===== config.mk =====
export PLATFORM = sky130hd
export DESIGN_NAME = spi_reg_burst
export DESIGN_NICKNAME = d
export VERILOG_FILES = /design/src/rtl/spi_reg_burst.sv
export SDC_FILE = /design/constraint.sdc
export NUM_CORES = 1
export LEC_CHECK = 0
export ABC_AREA = 1
export BUFFER_PORTS_ARGS = -buffer_cell sky130_fd_sc_hd__buf_2
export CAP_MARGIN = 5
export CORE_ASPECT_RATIO = 0.5
export CORE_MARGIN = 2
export CORE_UTILIZATION = 40
export DETAILED_ROUTE_END_ITERATION = 8
export MAX_ROUTING_LAYER = met4
export PLACE_DENSITY = 0.67
export SLEW_MARGIN = 20
export SYNTH_ARGS = -nofsm -noshare
export SYNTH_HDL_FRONTEND = slang
export SYNTH_SLANG_ARGS = --single-unit

===== constraint.sdc =====
create_clock -name clk -period 1.7 [get_ports clk]
set_input_delay 0.085 -clock clk [delete_from_list [all_inputs] [get_ports clk]]
set_output_delay 0.085 -clock clk [all_outputs]
set_load 0.01 [all_outputs]

===== src/rtl/spi_reg_burst.sv =====
// SPI slave register bridge: oversampled SPI pins feed a command/data FSM that
// issues register write strobes and read requests, with burst auto-increment.
module spi_reg_burst #(
  parameter int ADDR_W     = 6,
  parameter int DATA_BYTES = 2
) (
  input  logic                    clk,
  input  logic                    rstb,
  input  logic                    ena,
  input  logic [1:0]              mode,
  input  logic                    spi_clk,
  input  logic                    spi_cs_n,
  input  logic                    spi_mosi,
  output logic                    spi_miso,
  input  logic [7:0]              status,
  output logic [ADDR_W-1:0]       reg_addr,
  output logic [8*DATA_BYTES-1:0] reg_wdata,
  output logic                    reg_we,
  output logic                    reg_re,
  input  logic [8*DATA_BYTES-1:0] reg_rdata,
  output logic                    busy,
  output logic                    frame_abort
);
  localparam int REG_W = 8 * DATA_BYTES;
  localparam int CNT_W = $clog2(REG_W);

  typedef enum logic [1:0] {IDLE, CMD, LOAD, DATA} state_t;

  state_t            state_q, state_d;
  logic [2:0]        sclk_q, csn_q;
  logic [1:0]        mosi_q;
  logic [1:0]        mode_q, mode_d;
  logic [CNT_W-1:0]  cnt_q, cnt_d;
  logic [REG_W-1:0]  rx_q, rx_d, tx_q, tx_d, wdata_q, wdata_d;
  logic [ADDR_W-1:0] addr_q, addr_d;
  logic              armed_q, armed_d, rw_q, rw_d;
  logic              we_q, we_d, re_q, re_d, abort_q, abort_d;

  logic sclk_rise, sclk_fall, cs_fall, cs_rise, cs_gate, samp_on_rise;
  logic sample, change, last, word_done;
  logic [REG_W-1:0] rx_shift;

  // Index 0/1 are the synchroniser pair, index 2 is the edge-detect history.
  assign sclk_rise    = sclk_q[1] & ~sclk_q[2];
  assign sclk_fall    = ~sclk_q[1] & sclk_q[2];
  assign cs_fall      = ~csn_q[1] & csn_q[2];
  assign cs_rise      = csn_q[1] & ~csn_q[2];
  // Edges stay live in the cs_n rise cycle so a word finishing there completes.
  assign cs_gate      = ~csn_q[1] | ~csn_q[2];
  assign samp_on_rise = (mode_q[1] == mode_q[0]);
  assign sample       = cs_gate & (samp_on_rise ? sclk_rise : sclk_fall);
  assign change       = cs_gate & (samp_on_rise ? sclk_fall : sclk_rise);
  assign rx_shift     = {rx_q[REG_W-2:0], mosi_q[1]};
  assign last         = (state_q == CMD) ? (cnt_q == CNT_W'(7)) : (cnt_q == CNT_W'(REG_W-1));
  assign word_done    = sample & last & ((state_q == CMD) | (state_q == DATA));

  always_ff @(posedge clk) begin
    if (!rstb)      state_q <= IDLE;
    else if (ena)   state_q <= state_d;
  end

  always_comb begin
    state_d = state_q;
    case (state_q)
      IDLE: if (cs_fall) state_d = CMD;
      CMD, DATA: begin
        if (cs_rise)                                            state_d = IDLE;
        else if (re_q)                                          state_d = LOAD;
        else if (word_done && state_q == CMD && rx_shift[7])    state_d = DATA;
      end
      LOAD:    state_d = cs_rise ? IDLE : DATA;
      default: state_d = IDLE;
    endcase
  end

  always_comb begin
    mode_d  = mode_q;
    cnt_d   = cnt_q;
    rx_d    = rx_q;
    tx_d    = tx_q;
    wdata_d = wdata_q;
    addr_d  = addr_q;
    armed_d = armed_q;
    rw_d    = rw_q;
    we_d    = 1'b0;
    re_d    = 1'b0;
    abort_d = 1'b0;
    case (state_q)
      IDLE: if (cs_fall) begin
        mode_d  = mode;
        tx_d    = REG_W'(status) << (REG_W - 8);
        armed_d = 1'b0;
        cnt_d   = '0;
      end
      CMD, DATA: begin
        if (sample) begin
          rx_d    = rx_shift;
          armed_d = 1'b1;
          cnt_d   = last ? '0 : cnt_q + CNT_W'(1);
        end else if (change && armed_q) begin
          tx_d = tx_q << 1;
        end
        if (word_done) begin
          if (state_q == CMD) begin
            rw_d   = rx_shift[7];
            addr_d = rx_shift[ADDR_W-1:0];
            if (rx_shift[7]) begin
              tx_d    = '0;
              armed_d = 1'b0;
            end else begin
              re_d = 1'b1;
            end
          end else if (rw_q) begin
            we_d    = 1'b1;
            wdata_d = rx_shift;
          end else begin
            addr_d = addr_q + ADDR_W'(1);
            re_d   = 1'b1;
          end
        end
        // Abort is judged on the count after this cycle's sample is applied.
        if (cs_rise) begin
          abort_d = (cnt_d != '0);
          cnt_d   = '0;
        end
      end
      LOAD: begin
        tx_d    = reg_rdata;
        armed_d = 1'b0;
      end
      default: ;
    endcase
    if (we_q) addr_d = addr_q + ADDR_W'(1);
  end

  always_ff @(posedge clk) begin
    if (!rstb) begin
      sclk_q  <= '0;
      csn_q   <= '1;
      mosi_q  <= '0;
      mode_q  <= '0;
      cnt_q   <= '0;
      rx_q    <= '0;
      tx_q    <= '0;
      wdata_q <= '0;
      addr_q  <= '0;
      armed_q <= 1'b0;
      rw_q    <= 1'b0;
      we_q    <= 1'b0;
      re_q    <= 1'b0;
      abort_q <= 1'b0;
    end else if (ena) begin
      sclk_q  <= {sclk_q[1:0], spi_clk};
      csn_q   <= {csn_q[1:0], spi_cs_n};
      mosi_q  <= {mosi_q[0], spi_mosi};
      mode_q  <= mode_d;
      cnt_q   <= cnt_d;
      rx_q    <= rx_d;
      tx_q    <= tx_d;
      wdata_q <= wdata_d;
      addr_q  <= addr_d;
      armed_q <= armed_d;
      rw_q    <= rw_d;
      we_q    <= we_d;
      re_q    <= re_d;
      abort_q <= abort_d;
    end
  end

  assign spi_miso    = ~csn_q[1] & tx_q[REG_W-1];
  assign reg_addr    = addr_q;
  assign reg_wdata   = wdata_q;
  assign reg_we      = we_q & ena;
  assign reg_re      = re_q & ena;
  assign frame_abort = abort_q & ena;
  assign busy        = (state_q != IDLE);
endmodule


==> Yosys cells after proc, flatten, opt, wreduce, memory -nomap -nowiden <==
Cells that the tools add are included.
W data, S select, Z words.
{ "op_classes": {"muxes": 44, "n_bitwise": 19, "n_eq_ne": 9, "add_sub_neg": 2, "n_reduce_logical": 18} }
{ "op_table": {"columns": ["operator", "n"], "rows": [
  ["$mux W16", 6],
  ["$pmux W16 S3", 1],
  ["$mux W6", 5],
  ["$mux W4", 5],
  ["$mux W1", 19],
  ["$and A1 B1 Y1", 12],
  ["$reduce_and A3 Y1", 4],
  ["$mux W2", 5],
  ["$pmux W4 S2", 1],
  ["$reduce_and A4 Y1", 2],
  ["$reduce_bool A2 Y1", 4],
  ["$add A6 B1 Y6 const B", 1],
  ["$pmux W2 S3", 1],
  ["$not A1 Y1", 5],
  ["$reduce_and A5 Y1", 1],
  ["$add A4 B1 Y4 const B", 1],
  ["$eq A2 B2 Y1 const B", 2],
  ["$eq A4 B3 Y1 const B", 1],
  ["$eq A4 B4 Y1 const B", 1],
  ["$ne A4 B4 Y1 const B", 1],
  ["$reduce_bool A4 Y1", 1],
  ["$logic_and A1 B1 Y1", 3],
  ["$ne A3 B1 Y1 const B", 1],
  ["$pmux W1 S3", 1],
  ["other kinds (7)", 8]
]} }
{ "word_totals": {"inputBits": 32, "register_bits": 74, "output_inout_bits": 27, "wordCells": 107} }

==> Longest topological paths before layout <==
{ "depth": {"depth_word": 12, "depth_mapped": 12} }

==> Least setup slack after synthesis <==
OpenSTA, ideal clock, no wires.
{ "synth_path": {"path_type": "register to register", "startpoint": "register cnt_q[0]", "endpoint": "register wdata_q[2] (netlist: reg_wdata[2])", "required_time_ns": 1.568, "setup_ns": 0.132, "path_stages_with_launch": 12, "arrival_time_ns": 1.464, "n_path_buf": 1, "setup_slack_ns": 0.103, "period_less_slack_ns": 1.597, "path_cell_list": "dfxtp_1 > ha_1 > nand2_2 > clkinv_1 > nand3_4 > nor2_4 > nand2_2 > nor2_4 > nand2_2 > buf_2 > nand2_1 > a21oi_1"} }
{ "synth_between": {"elab_chain_cells": 5} }
{ "synth_lines": {"columns": ["element", "line_no", "rtl"], "rows": [
  ["from (decl)", "33", "logic [CNT_W-1:0] cnt_q, cnt_d;"],
  ["from (signal assigned)", "157", "cnt_q <= cnt_d;"],
  ["$eq A4 B4 Y1 / $eq A4 B3 Y1 (equally long branches)", "54", "assign last = (state_q == CMD) ? (cnt_q == CNT_W'(7)) : (cnt_q == CNT_W'(REG_W-1));"],
  ["$mux W1 (*)", "54", null],
  ["$and A1 B1 Y1 (*) (2 in series)", "55", "assign word_done = sample & last & ((state_q == CMD) | (state_q == DATA));"],
  ["$reduce_and A5 Y1 (no source line) (*)", null, null],
  ["to (signal assigned)", "160", "wdata_q <= wdata_d;"],
  ["to (decl)", "34", "logic [REG_W-1:0] rx_q, rx_d, tx_q, tx_d, wdata_q, wdata_d;"]
]} }
Every way passes the cells marked *; elsewhere a longest branch is shown, timed or not.
A chain may end at the register's enable or synchronous reset.

==> Worst setup path in the final report <==
{ "layout_path": {"startpoint": "register state_q[1]", "endpoint": "register wdata_q[15] (netlist: reg_wdata[15])"} }
{ "layout_between": {"elab_chain_cells": 5} }
{ "layout_lines": {"columns": ["element", "line_no", "rtl"], "rows": [
  ["from (decl)", "29", "state_t state_q, state_d;"],
  ["from (signal assigned)", "59", "else if (ena) state_q <= state_d;"],
  ["$eq A2 B1 Y1", null, null],
  ["$mux W1", "54", null],
  ["$and A1 B1 Y1 (2 in series)", "55", null],
  ["$reduce_and A5 Y1 (no source line) (*)", null, null]
]} }
Marks and branches as above.

==> impl_results.rst <==
.. list-table::
   :header-rows: 1

   * - Metric
     - Value
   * - Share of the yosys chip area belonging to registers
     - 0.419
   * - Summed negative setup slack over all endpoints
     - 0 ns
   * - I/O pin total
     - 59
   * - Vias in the first global route
     - 3248
   * - Setup violations, final
     - 0
   * - TritonCTS clock tree
     - yes
   * - Routed length per placed instance
     - 12.5 um
   * - Largest cells by area after synthesis
     - sky130_fd_sc_hd__dfxtp_1 42%, sky130_fd_sc_hd__nand2_1 14%, sky130_fd_sc_hd__a21oi_1 8.6%
   * - Static leakage power
     - 2.00 nW
   * - Wire length of the first global-routing pass
     - 14600 um
   * - DP Wirelength
     - 5940 um
   * - Synth unique cells
     - 32
   * - Cell type with the highest aggregate area in the netlist
     - sky130_fd_sc_hd__dfxtp_1
   * - Area of the core
     - 8650 um2
   * - First drt pass iteration count
     - 4
   * - Internal power
     - 3.28 mW
   * - Yosys warns
     - 0
   * - Critical path type
     - flip-flop to flip-flop
   * - Largest fanout of any net on the critical path
     - 10
   * - Flip-flop and latch count after synthesis
     - 74
   * - Peak ir drop on the vdd network
     - 509 uV
   * - Register cell area after layout
     - 1490 um2
   * - Outcome
     - complete, no violations
   * - Post-synth top area share
     - 0.419
   * - Worst EP arrival
     - 1.89 ns
   * - Class of the tightest hold or removal check
     - input pin to flip-flop
   * - Most instantiated cells after synthesis
     - 131 x sky130_fd_sc_hd__nand2_1, 74 x sky130_fd_sc_hd__dfxtp_1, 61 x sky130_fd_sc_hd__a21oi_1
   * - Post-layout min period
     - 1.62 ns
   * - Area Overhead vs Synth
     - 27.5%
   * - Height of the die
     - 70.5 um
   * - Number of sinks handled by clock tree synthesis
     - 74
   * - CTS H-tree depth
     - 3
   * - Portion of total power attributed to sequential cells
     - 0.415
   * - Largest net degree at the start of global routing
     - 33
   * - Combinational power share
     - 0.159
   * - Number of remaining DRC errors
     - 0
   * - Starting density of the core
     - 0.409
   * - Number of max-slew violations in the final report
     - 0
   * - Switching power of the nets
     - 1.34 mW
   * - RD Place Congestion
     - 0.812
   * - Number of DRC markers after the initial detailed-route iteration
     - 244
   * - Inserted Diodes
     - 0
   * - Die extent in x
     - 137 um
   * - Clock network power share
     - 0.425
   * - PnR worst setup slack
     - 0.0814 ns
   * - Summed instance area of the synthesized netlist
     - 3540 um2
   * - Clock Latency Late Sink
     - 0.34 ns
   * - Critical Path Max Stage Delay
     - 0.33 ns
   * - Tightest Pin Transition
     - 0.704 ns
   * - Data required time of the critical path
     - 1.97 ns
   * - Portion of the clock cycle consumed by the worst path in the final layout
     - 0.952
   * - Cell-by-cell trace of the critical path
     - inv_2, buf_6, nand2_4, nand2_2, nand3_4, nor2_4, nand2_2, nor2_4, buf_12, buf_12, nand3_1, a21oi_1
   * - Highest clock frequency the design can meet
     - 0.618 GHz
   * - Num CTS Buffers
     - 9
   * - I/O Buffers
     - 58
   * - Sum of overflow across all layers after global routing
     - 0
   * - # rows
     - 24
   * - Synthesized area divided by synthesized cell count
     - 6.97 um2
   * - Clock tree root buffer cell
     - sky130_fd_sc_hd__clkbuf_16
   * - Global routing usage summed across all routing layers
     - 0.195
   * - Worst slack at placement
     - -0.0972 ns
   * - Number of nets still failing antenna checks after routing
     - 0
   * - Number of enable-type register cells in the synthesized netlist
     - 0
   * - Cell with the largest stage delay on the worst path
     - sky130_fd_sc_hd__dfxtp_2
   * - Share of synthesized flip-flops with an asynchronous set or reset
     - 0
   * - Primary FF master, synth
     - sky130_fd_sc_hd__dfxtp_1
   * - Critical path capture point type
     - flip-flop
   * - Cells after Synth
     - 508
   * - Antenna violations before repair
     - 0
   * - Post-synth net total
     - 542
   * - Clock transition at the register clock pins on the worst setup and hold paths after CTS
     - 0.06 ns
   * - Slew headroom
     - 0.530
   * - Final hold viol count
     - 0
   * - CTS max path bufs
     - 2
   * - Via Count
     - 3522
   * - Placement-stage cell area
     - 4040 um2
   * - Via-per-instance ratio
     - 4.97
   * - Layout Nets
     - 620
   * - Fraction of layout instances using a drive strength above 1
     - 0.230
   * - Worst Clk Skew
     - 0.00660 ns
   * - Drt total wl
     - 8870 um
   * - Post-route cell area
     - 4510 um2
   * - Multi-input gate area in the final layout
     - 1830 um2
   * - Sw frac
     - 0.289
   * - Kind of launch point of the worst setup path
     - flip-flop
   * - Pwr dens
     - 1020 nW/um2
   * - Die area
     - 9660 um2
   * - Worst path buffer plus inverter count
     - 4
   * - Top Family by Delay on Critical Path
     - simple AND/OR/NAND/NOR gates
   * - Dominant cell by count in the synthesized netlist
     - sky130_fd_sc_hd__nand2_1
   * - Fillcell total
     - 873
   * - Count of maximum capacitance violations
     - 0
flip-flops by register name, indices dropped and copies added, names as in the netlist:
| name | count |
|---|---|
| state_q | 2 |
| csn_q | 3 |
| reg_wdata | 16 |
| cnt_q | 4 |
| reg_addr | 6 |
| armed_q | 1 |
| abort_q | 1 |
| mosi_q | 2 |
| re_q | 1 |
| rw_q | 1 |
| rx_q | 15 |
| sclk_q | 3 |
| mode_q | 2 |
| we_q | 1 |
| tx_q | 16 |
layer usage:
| layer | global-route usage | share of wire |
|---|---|---|
| met1 | 0.242 | 0.50 |
| met2 | 0.313 | 0.45 |
| met3 | 0.0516 | 0.045 |
| met4 | 0.0527 | 0.0090 |
| met5 | - | 0 |
worst reg2reg max path, cell delays in order, from the launching register on:
cell and delay (ns):
sky130_fd_sc_hd__dfxtp_2 0.33, sky130_fd_sc_hd__inv_2 0.07, sky130_fd_sc_hd__buf_6 0.11, sky130_fd_sc_hd__nand2_4 0.06
sky130_fd_sc_hd__nand2_2 0.08, sky130_fd_sc_hd__nand3_4 0.08, sky130_fd_sc_hd__nor2_4 0.11, sky130_fd_sc_hd__nand2_2 0.08
sky130_fd_sc_hd__nor2_4 0.15, sky130_fd_sc_hd__buf_12 0.13, sky130_fd_sc_hd__buf_12 0.12, sky130_fd_sc_hd__nand3_1 0.08
sky130_fd_sc_hd__a21oi_1 0.15
cells in the final DEF (no fill, tap or decap), types with 2 or more instances in the layout:
master	synthesis	routed
sky130_fd_sc_hd__nand3_4	2	2
sky130_fd_sc_hd__buf_12	0	2
sky130_fd_sc_hd__nand2_2	6	5
sky130_fd_sc_hd__o21ai_1	3	3
sky130_fd_sc_hd__nand2_1	131	131
sky130_fd_sc_hd__o21ai_0	47	47
sky130_fd_sc_hd__clkinv_4	0	3
sky130_fd_sc_hd__buf_2	7	58
sky130_fd_sc_hd__nor2_1	52	51
sky130_fd_sc_hd__dlygate4sd3_1	0	3
sky130_fd_sc_hd__nor2_4	2	3
sky130_fd_sc_hd__xnor2_1	2	2
sky130_fd_sc_hd__nand4_1	11	11
sky130_fd_sc_hd__clkbuf_16	0	10
sky130_fd_sc_hd__inv_6	0	2
sky130_fd_sc_hd__a21oi_1	61	59
sky130_fd_sc_hd__nand3_2	3	3
sky130_fd_sc_hd__inv_2	5	6
sky130_fd_sc_hd__dfxtp_2	0	5
sky130_fd_sc_hd__inv_1	33	32
sky130_fd_sc_hd__nand3_1	32	32
sky130_fd_sc_hd__buf_4	2	25
sky130_fd_sc_hd__a21oi_2	0	2
sky130_fd_sc_hd__dfxtp_1	74	69
sky130_fd_sc_hd__a221oi_1	8	8
sky130_fd_sc_hd__buf_6	1	2
power by group through the flow:
stage          Clock (mW)  Sequential [mW]  Combinational, mW
2_1_floorplan           0             1.92              0.497
3_3_place_gp            0             1.94              0.705
3_5_place_dp            0             1.95              0.709
4_1_cts              2.01             1.91              0.725
5_1_grt              2.09             1.93              0.839
6_report             1.96             1.92              0.735
cells by family after synthesis:
logic type	Yosys count	synth area share
compound gates	123	0.187
flops	74	0.419
simple gates	243	0.303
xor+xnor	3	0.00742
buf+inv	63	0.0767
fa+ha+maj	2	0.00707
stage by stage:
| step | hold slack, ns | power, mW | util | instances |
|---|---|---|---|---|
| final | 0.0114 | 4.62 | 0.522 | 708 |
| after global routing | 0.0179 | 4.85 | 0.522 | 708 |
| after CTS | 0.00330 | 4.65 | 0.509 | 702 |
| after detailed placement | 0.302 | 2.65 | 0.468 | 683 |
| after global placement | 0.306 | 2.65 | 0.468 | 683 |
| after floorplan | 0.211 | 2.41 | - | 508 |
layout make-up:
type | count | area share
well taps | 117 | 0.0324
clock buffers | 9 | 0.0499
inverters | 39 | 0.0324
multi-input cells | 371 | 0.405
clock inverters | 7 | 0.0188
flip-flops and latches | 74 | 0.330
repair buffers | 91 | 0.132
path summary, 6_finish.rpt:
check                                endpoint          from  depth (start not counted)  slack, ns
worst min register to register   reg_wdata[7]  reg_wdata[7]                          2       0.46
worst max-delay path            reg_wdata[15]    state_q[1]                         12       0.08
worst min-delay path                  tx_q[0]  reg_rdata[0]                          3       0.01
worst max register to register  reg_wdata[15]    state_q[1]                         12       0.08
what timing repair did:
action / in CTS / in global routing
gates resized for setup: 4 / 11
pin swaps: 0 / 8
cloned: 0 / 2
endpoints found under the hold margin: 3 / 0
buffers inserted: 0 / 4
endpoints found under the setup margin: 29 / 16
hold buffers: 3 / 0
Note: power is estimated with default switching activity, not from simulation.
